## src/rtl/occ_pkg.sv

```systemverilog
// Shared types for the doorway occupancy counter: FSM state encoding
// and the filtered sensor-pair codes {a,b}.
package occ_pkg;

  typedef enum logic [2:0] {
    S_IDLE,
    S_EN1,
    S_EN2,
    S_EN3,
    S_EX1,
    S_EX2,
    S_EX3,
    S_WAIT
  } occ_state_e;

  localparam logic [1:0] P_NONE = 2'b00;
  localparam logic [1:0] P_A    = 2'b10;
  localparam logic [1:0] P_B    = 2'b01;
  localparam logic [1:0] P_AB   = 2'b11;

endpackage

```

## src/rtl/sensor_debounce.sv

```systemverilog
// Synchroniser plus debounce filter for one asynchronous sensor pin.
// OUT follows IN only after DEB_CYCLES consecutive differing cycles.
module sensor_debounce #(
  parameter int SYNC_STAGES = 2,
  parameter int DEB_CYCLES  = 4
) (
  input  logic CLK,
  input  logic RST,
  input  logic IN,
  output logic OUT
);

  localparam int CW = $clog2(DEB_CYCLES + 1);

  logic [SYNC_STAGES-1:0] sync_q, sync_d;
  logic [CW-1:0]          cnt_q, cnt_d;
  logic                   filt_q, filt_d;

  always_comb begin
    sync_d = {sync_q[SYNC_STAGES-2:0], IN};
    filt_d = filt_q;
    cnt_d  = '0;
    // a single agreeing cycle restarts the run
    if (sync_q[SYNC_STAGES-1] != filt_q) begin
      if (cnt_q == CW'(DEB_CYCLES - 1)) begin
        filt_d = ~filt_q;
      end else begin
        cnt_d = cnt_q + CW'(1);
      end
    end
  end

  always_ff @(posedge CLK) begin
    if (RST) begin
      sync_q <= '0;
      cnt_q  <= '0;
      filt_q <= 1'b0;
    end else begin
      sync_q <= sync_d;
      cnt_q  <= cnt_d;
      filt_q <= filt_d;
    end
  end

  assign OUT = filt_q;

endmodule

```

## src/rtl/occupancy_counter.sv

```systemverilog
// Two-sensor doorway occupancy counter with saturating count and flags.
// Define OCC_CAPACITY_ALARM_EN to build the rejected-entry ALARM latch.
module occupancy_counter
  import occ_pkg::*;
#(
  parameter int CNT_W       = 4,
  parameter int MAX_COUNT   = 15,
  parameter int SYNC_STAGES = 2,
  parameter int DEB_CYCLES  = 4
) (
  input  logic             CLK,
  input  logic             RST,
  input  logic             SENS_A,
  input  logic             SENS_B,
  output logic [CNT_W-1:0] COUNT,
  output logic             FULL,
  output logic             EMPTY,
  output logic             ENTRY_PULSE,
  output logic             EXIT_PULSE,
  output logic             SEQ_ERR,
  output logic             ALARM
);

  localparam logic [CNT_W-1:0] CNT_MAX = CNT_W'(MAX_COUNT);

  logic       a_f, b_f;
  logic [1:0] pair;

  sensor_debounce #(
    .SYNC_STAGES(SYNC_STAGES),
    .DEB_CYCLES (DEB_CYCLES)
  ) u_deb_a (
    .CLK(CLK),
    .RST(RST),
    .IN (SENS_A),
    .OUT(a_f)
  );

  sensor_debounce #(
    .SYNC_STAGES(SYNC_STAGES),
    .DEB_CYCLES (DEB_CYCLES)
  ) u_deb_b (
    .CLK(CLK),
    .RST(RST),
    .IN (SENS_B),
    .OUT(b_f)
  );

  assign pair = {a_f, b_f};

  occ_state_e       state_q, state_d;
  logic [CNT_W-1:0] count_q, count_d;
  logic             full_q, full_d;
  logic             empty_q, empty_d;
  logic             ent_q, ent_d;
  logic             ext_q, ext_d;
  logic             err_q, err_d;
  logic             ent_done, ext_done;

  always_comb begin
    state_d  = state_q;
    err_d    = 1'b0;
    ent_done = 1'b0;
    ext_done = 1'b0;
    unique case (state_q)
      S_IDLE: begin
        case (pair)
          P_A:     state_d = S_EN1;
          P_B:     state_d = S_EX1;
          P_AB:    begin state_d = S_WAIT; err_d = 1'b1; end
          default: ;
        endcase
      end
      S_EN1: begin
        case (pair)
          P_AB:    state_d = S_EN2;
          P_NONE:  state_d = S_IDLE;
          P_B:     begin state_d = S_WAIT; err_d = 1'b1; end
          default: ;
        endcase
      end
      S_EN2: begin
        case (pair)
          P_B:     state_d = S_EN3;
          P_A:     state_d = S_EN1;
          P_NONE:  begin state_d = S_WAIT; err_d = 1'b1; end
          default: ;
        endcase
      end
      S_EN3: begin
        case (pair)
          P_NONE:  begin state_d = S_IDLE; ent_done = 1'b1; end
          P_AB:    state_d = S_EN2;
          P_A:     begin state_d = S_WAIT; err_d = 1'b1; end
          default: ;
        endcase
      end
      S_EX1: begin
        case (pair)
          P_AB:    state_d = S_EX2;
          P_NONE:  state_d = S_IDLE;
          P_A:     begin state_d = S_WAIT; err_d = 1'b1; end
          default: ;
        endcase
      end
      S_EX2: begin
        case (pair)
          P_A:     state_d = S_EX3;
          P_B:     state_d = S_EX1;
          P_NONE:  begin state_d = S_WAIT; err_d = 1'b1; end
          default: ;
        endcase
      end
      S_EX3: begin
        case (pair)
          P_NONE:  begin state_d = S_IDLE; ext_done = 1'b1; end
          P_AB:    state_d = S_EX2;
          P_B:     begin state_d = S_WAIT; err_d = 1'b1; end
          default: ;
        endcase
      end
      S_WAIT: begin
        if (pair == P_NONE) state_d = S_IDLE;
      end
      default: state_d = S_IDLE;
    endcase
  end

  always_comb begin
    count_d = count_q;
    ent_d   = 1'b0;
    ext_d   = 1'b0;
    if (ent_done && !full_q) begin
      count_d = count_q + CNT_W'(1);
      ent_d   = 1'b1;
    end
    if (ext_done && !empty_q) begin
      count_d = count_q - CNT_W'(1);
      ext_d   = 1'b1;
    end
    full_d  = (count_d == CNT_MAX);
    empty_d = (count_d == '0);
  end

  always_ff @(posedge CLK) begin
    if (RST) begin
      state_q <= S_IDLE;
      count_q <= '0;
      full_q  <= 1'b0;
      empty_q <= 1'b1;
      ent_q   <= 1'b0;
      ext_q   <= 1'b0;
      err_q   <= 1'b0;
    end else begin
      state_q <= state_d;
      count_q <= count_d;
      full_q  <= full_d;
      empty_q <= empty_d;
      ent_q   <= ent_d;
      ext_q   <= ext_d;
      err_q   <= err_d;
    end
  end

`ifdef OCC_CAPACITY_ALARM_EN
  logic alarm_q, alarm_d;

  // latches on a rejected entry, released only by a counted exit
  always_comb begin
    alarm_d = alarm_q;
    if (ext_d) alarm_d = 1'b0;
    if (ent_done && full_q) alarm_d = 1'b1;
  end

  always_ff @(posedge CLK) begin
    if (RST) alarm_q <= 1'b0;
    else     alarm_q <= alarm_d;
  end

  assign ALARM = alarm_q;
`else
  assign ALARM = 1'b0;
`endif

  assign COUNT       = count_q;
  assign FULL        = full_q;
  assign EMPTY       = empty_q;
  assign ENTRY_PULSE = ent_q;
  assign EXIT_PULSE  = ext_q;
  assign SEQ_ERR     = err_q;

endmodule

```

## config.mk

```make
export PLATFORM = sky130hd
export DESIGN_NAME = occupancy_counter
export DESIGN_NICKNAME = d
export VERILOG_FILES = /design/src/rtl/occ_pkg.sv /design/src/rtl/sensor_debounce.sv /design/src/rtl/occupancy_counter.sv
export SDC_FILE = /design/constraint.sdc
export NUM_CORES = 1
export LEC_CHECK = 0
export CAP_MARGIN = 20
export CORE_MARGIN = 2
export CORE_UTILIZATION = 55
export CTS_CLUSTER_DIAMETER = 80
export DETAILED_ROUTE_END_ITERATION = 10
export PLACE_DENSITY = 0.86
export SYNTH_ARGS = -nofsm -noshare
export SYNTH_HDL_FRONTEND = slang
export SYNTH_SLANG_ARGS = --single-unit
```

## constraint.sdc

```tcl
create_clock -name CLK -period 2.75 [get_ports CLK]
set_clock_uncertainty 0.2 [all_clocks]
set_input_delay 0.825 -clock CLK [delete_from_list [all_inputs] [get_ports CLK]]
set_output_delay 0.825 -clock CLK [all_outputs]
set_load 0.01 [all_outputs]
```

==> flow_summary.ini, run 1 <==
[logic_synthesis]
share_of_synthesized_area_occupied_by_flip_flops_and_latches_pct = 34.4
yosys.cell_types.count = 44
dominant_cell_type_by_area_after_synthesis = dfxtp_1
ys_warn_count = 0
ranking_of_synthesized_cells_by_area = dfxtp_1 34%, ha_1 12%, nor2_1 4.6%
syn-cell-area_mm2 = 0.00140
synthesized_net_count = 173
synth_top_cell_area_share_pct = 34.4
synthCells = 156
synth_area_per_cell_um2 = 8.95
postSynthRegisterBits = 24

[clocking]
holdBufCountCts = 0
cts_max_level = 1
cts.sink_count = 24
tritoncts = yes
cts_inserted_buffers = 3
clock_path_buffers = 2
clkLatencyLatePin_ns = 0.32
cts-resized-gates = 0
buffer_count_from_post_cts_setup_fixing = 0
clkSlewWorstSetupHoldPaths_ns = 0.13
cts.root.buffer_cell = clkbuf_4

[timing]
slew_at_the_pin_closest_to_its_max_slew_limit_ns = 0.529
setup_slack_ns = 0.318
grt_setup_unrepaired = no
hold-worst-slack_ns = 0.243
timing.max_slew.rel_slack_pct = 64.7
hold_violations = 0
minimum_clock_period_ns = 2.43
final.setup.tns_ns = 0
max_freq_mhz = 411
maxSlewViolCount = 0
period_share_pct = 88.4
finalSetupViolCount = 0

[finish]
drive_gt1_share_pct = 10.8
final_cells = 196
layout_common_cells = 24 x dfxtp_1, 17 x nor2_1, 13 x ha_1, 12 x clkdlybuf4s50_1, 10 x inv_1
net_count_of_the_finished_layout = 184
area_delta_synth_final_pct = 13.0
n_fill_cell = 203
n_antenna_cell = 0
final_common_cell = dfxtp_1

[floorplanning]
rows = 18
placeableCoreArea_mm2 = 0.00243
die_w_um = 54.4
initial_utilization_pct = 57.4
die_outline_area_mm2 = 0.00296
ios = 14
fp.dieH_um = 54.4

[power_and_ir_drop]
fin_total_pwr_uw = 752
vdd_ir_drop_max_mv = 0.460
cellPowerDensity_mw_per_mm2 = 477
p_leak_uw = 0.000600

[worst_setup_path]
critPathTopFamily = compound AO/OA/AOI/OAI gates
critical_path_arrival_ns = 2.46
crit_path_end_kind = flip-flop
crit_path_cell_trace = inv_1 > ha_1 > and3_1 > a22oi_1 > mux2_4 > a2111oi_2
worst-endpoint-required_ns = 2.78
critPathSlowestCell = dfxtp_1
critical-path-max-stage-delay_ns = 0.48
criticalPathCategory = flip-flop to flip-flop
timing.reg2reg.setup_slack_ns = 0.32
critical_path.max_fanout = 7
timing.critical_path.buf_inv = 1
timing.critical_path.from_type = flip-flop

[run_status]
outcome = finished, final reports clean

[global_routing]
grt_first_pass_wirelength_mm = 4.55
grt-ovfl-total = 0
grt_max_degree = 17
grt_pass1_vias = 1013
grt_antenna_before_repair = 0
grtUsageTotal_pct = 21.3

[flow_run]
drv_cap = 0

[placed_design]
place_ws_ns = 0.256
placed_cells_incl_taps = 192
place.port_buffers = 12
dpl_wire_length_mm = 2.03
routability_driven_placement_congestion_ratio = 0.730

[detailed_routing]
drt-vias-per-instance = 5.68
drc = 0
drtPass1Iterations = 4
totalWireLength_mm = 2.71
dr_total_vias = 1114
route.antenna.remaining_nets = 0
average_routed_wire_per_standard_cell_um = 13.8
initialDrtViolationCount = 30

[worst_hold_path]
timing.hold.worst.class = flip-flop to flip-flop
-- through the flow --
stage,cell area (um^2),util (%)
2_1_floorplan,1400,-
3_3_place_gp,1530,62.7
3_5_place_dp,1530,62.7
4_1_cts,1580,64.9
5_1_grt,1580,64.9
6_report,1580,64.9
-- worst paths after layout --
check	from	to	cells past startpoint
max	u_deb_a.OUT$_SDFFE_PP0P_	EMPTY$_SDFF_PP1_	6
min	u_deb_b.cnt_q[0]$_SDFF_PP0_	u_deb_b.cnt_q[0]$_SDFF_PP0_	1
max reg2reg	u_deb_a.OUT$_SDFFE_PP0P_	EMPTY$_SDFF_PP1_	6
min reg2reg	u_deb_b.cnt_q[0]$_SDFF_PP0_	u_deb_b.cnt_q[0]$_SDFF_PP0_	1
-- cells by family after synthesis --
| group | synth area share (%) |
|---|---|
| xor gates and xnor gates | 1.88 |
| muxes | 8.60 |
| and+or+nand+nor | 21.7 |
| DFF | 34.4 |
| AOI/OAI and AO/OA | 14.6 |
| buffers and inverters | 6.90 |
| other | 0.269 |
| adders and majority gates | 11.6 |
-- Yosys cell counts (all sizes together) --
master,number
nor4,1
o32a,1
nand2,7
mux4,1
o31ai,1
nor2,17
xnor2,2
a211oi,2
conb,1
or3,6
clkbuf,3
a2111oi,1
o41ai,1
inv,10
mux2,3
nand4,1
nand3,5
a31oi,1
a22oi,3
ha,13
dfxtp,24
and2,2
o21a,1
a21oi,4
nand2b,3
xor2,1
buf,7
and3,3
o21ai,7
nand3b,1
o211ai,4
nor2b,9
a221oi,1
o22ai,2
nor3,1
mux2i,6
-- flip-flops by register name, summed over array words and instances (netlist names) --
signal          flops
FULL                1
ENTRY_PULSE         1
EXIT_PULSE          1
u_deb_a.cnt_q       3
SEQ_ERR             1
u_deb_b.sync_q      2
EMPTY               1
u_deb_a.sync_q      2
u_deb_b.cnt_q       3
state_q             3
COUNT               4
u_deb_a.OUT         1
u_deb_b.OUT         1
-- power by group --
part           internal, uW  switching [uW]  total, uW
Sequential              363            16.4        380
Clock                   147             104        252
Combinational          62.2            58.7        121
Total                   573             179        752
-- metal layers --
metal	vias up	wire [um]	GRT usage, %
met5	-	0	0
met4	0	13	6.25
met3	2	84	3.28
met2	22	1370	36.9
met1	530	1240	27.1
li1	560	-	-
-- cell type report --
class	instances	area, um^2	share of cell area [%]
clock buffers	3	22.5	1.43
inverters	10	37.5	2.38
flip-flops and latches	24	480	30.5
well taps	30	37.5	2.38
multi-input cells	112	820	51.9
repair buffers	16	150	9.52
clock inverters	1	30.0	1.90
Power figures use the tool's default switching activity.
==> run 2: changes to the inputs <==
--- a/config.mk
+++ b/config.mk
@@ -5,7 +5,9 @@
 export SDC_FILE = /design/constraint.sdc
 export NUM_CORES = 1
 export LEC_CHECK = 0
+export ABC_CLOCK_PERIOD_IN_PS = 2750
 export CAP_MARGIN = 20
+export CORE_ASPECT_RATIO = 1.4
 export CORE_MARGIN = 2
 export CORE_UTILIZATION = 55
 export CTS_CLUSTER_DIAMETER = 80
==> flow_summary.ini, run 2 (same netlist as run 1, synthesis figures left out) <==
[clocking]
clkLatencyLatePin_ns = 0.30
cts-resized-gates = 0
cts_max_level = 1
holdBufCountCts = 0
cts.sink_count = 24
clkSlewWorstSetupHoldPaths_ns = 0.12
tritoncts = yes
cts_inserted_buffers = 3
cts.root.buffer_cell = clkbuf_4
buffer_count_from_post_cts_setup_fixing = 0
clock_path_buffers = 2

[finish]
final_common_cell = dfxtp_1
drive_gt1_share_pct = 9.76
layout.area.seq_um2 = 480
n_antenna_cell = 0
area_delta_synth_final_pct = 12.3
net_count_of_the_finished_layout = 182
multi_input_area_um2 = 820
largest_register_ff_count = 4
n_fill_cell = 201
layout_common_cells = 24 x dfxtp_1, 17 x nor2_1, 13 x ha_1, 12 x clkdlybuf4s50_1, 10 x inv_1

[floorplanning]
ios = 14
initial_utilization_pct = 58.4
die_outline_area_mm2 = 0.00296
rows = 21
die_w_um = 46.6
fp.dieH_um = 63.6
placeableCoreArea_mm2 = 0.00239

[timing]
period_share_pct = 87.8
slew_at_the_pin_closest_to_its_max_slew_limit_ns = 0.589
grt_setup_unrepaired = no
max_freq_mhz = 414
maxSlewViolCount = 0
finalSetupViolCount = 0
final.setup.tns_ns = 0
timing.max_slew.rel_slack_pct = 60.7
minimum_clock_period_ns = 2.41
hold_violations = 0
setup_slack_ns = 0.337

[worst_setup_path]
crit_path_cell_trace = clkdlybuf4s50_1
critPathSlowestCell = clkdlybuf4s50_1
r2r-start = u_deb_a.OUT$_SDFFE_PP0P_
worst-endpoint-required_ns = 1.73
critical_path.max_fanout = 8
timing.critical_path.from = COUNT[1]$_SDFF_PP0_
critical_path_arrival_ns = 1.39
crit_path_end_kind = output pin
timing.reg2reg.setup_slack_ns = 0.37
timing.critical_path.buf_inv = 1
criticalPathCategory = flip-flop to output pin
timing.critical_path.from_type = flip-flop
critical-path-max-stage-delay_ns = 0.60
critPathTopFamily = buffers and inverters

[global_routing]
grt_first_pass_wirelength_mm = 4.61
grt_antenna_before_repair = 0
grt_pass1_vias = 1091
grtUsageTotal_pct = 20.4
grt-ovfl-total = 0
grt_max_degree = 19

[power_and_ir_drop]
vdd_ir_drop_max_mv = 0.413
clockPowerShare_pct = 32.9
power_switching_share_pct = 23.4
cellInternalPower_uw = 569
seq_power_share_pct = 52.5
pwr-share-comb_pct = 14.6
p_leak_uw = 0.000589
net_load_switching_power_uw = 174
cellPowerDensity_mw_per_mm2 = 474

[placed_design]
dpl_wire_length_mm = 2.03
place.port_buffers = 12
routability_driven_placement_congestion_ratio = 0.885
place_ws_ns = 0.338

[worst_hold_path]
timing.hold.worst.class = flip-flop to flip-flop
hp-start = u_deb_b.cnt_q[0]$_SDFF_PP0_

[detailed_routing]
initialDrtViolationCount = 16
totalWireLength_mm = 2.65
drtPass1Iterations = 4
drc = 0
route.antenna.remaining_nets = 0
dr_total_vias = 1131
average_routed_wire_per_standard_cell_um = 13.4
drt-vias-per-instance = 5.71

[run_status]
outcome = finished, final reports clean

[flow_run]
drv_cap = 0
==> run 2: cell count changes in the layout (fill, tap and decap cells not counted) <==
| cell | delta |
|---|---|
| buf_4 | -2 |
==> run 2: area by class of cell <==
type / instances / share of cell area, %
inverter: 10 / 2.39
clock inverter: 1 / 1.92
clock buffer: 3 / 1.44
multi-input combinational: 112 / 52.3
tap: 34 / 2.71
sequential: 24 / 30.6
timing repair buffer: 14 / 8.62
==> run 2: per-layer routing <==
layer / up-vias / track usage [%] / part of all wire (%)
li1: 553 / - / -
met1: 550 / 27.4 / 43
met2: 24 / 32.8 / 53
met3: 4 / 1.72 / 2.3
met4: 0 / 7.86 / 1.4
met5: - / 0 / 0
==> run 2: power by group through the flow <==
| stage | Sequential [uW] | Combinational (uW) | Clock, uW |
|---|---|---|---|
| floorplan | 386 | 81.3 | 0 |
| CTS | 389 | 108 | 249 |
| global placement | 396 | 99.8 | 0 |
| detailed placement | 397 | 106 | 0 |
| global route | 393 | 120 | 261 |
| finish | 390 | 109 | 244 |
==> run 2: final timing paths <==
path / to / cells after the start
setup / recovery: COUNT[1] / 1
hold reg to reg: u_deb_b.cnt_q[0]$_SDFF_PP0_ / 1
setup reg to reg: EMPTY$_SDFF_PP1_ / 6
hold / removal: u_deb_b.cnt_q[0]$_SDFF_PP0_ / 1
==> run 2: per-stage QoR <==
| stage | util (%) | area [um^2] | power, uW | hold slack, ns | cells |
|---|---|---|---|---|---|
| after global routing | 65.6 | 1570 | 775 | 0.252 | 198 |
| after floorplan | - | 1400 | 467 | 0.199 | 156 |
| final | 65.6 | 1570 | 743 | 0.235 | 198 |
| after detailed placement | 63.4 | 1520 | 503 | 0.223 | 194 |
| after global placement | 63.4 | 1520 | 496 | 0.206 | 194 |
| after CTS | 65.6 | 1570 | 746 | 0.240 | 198 |
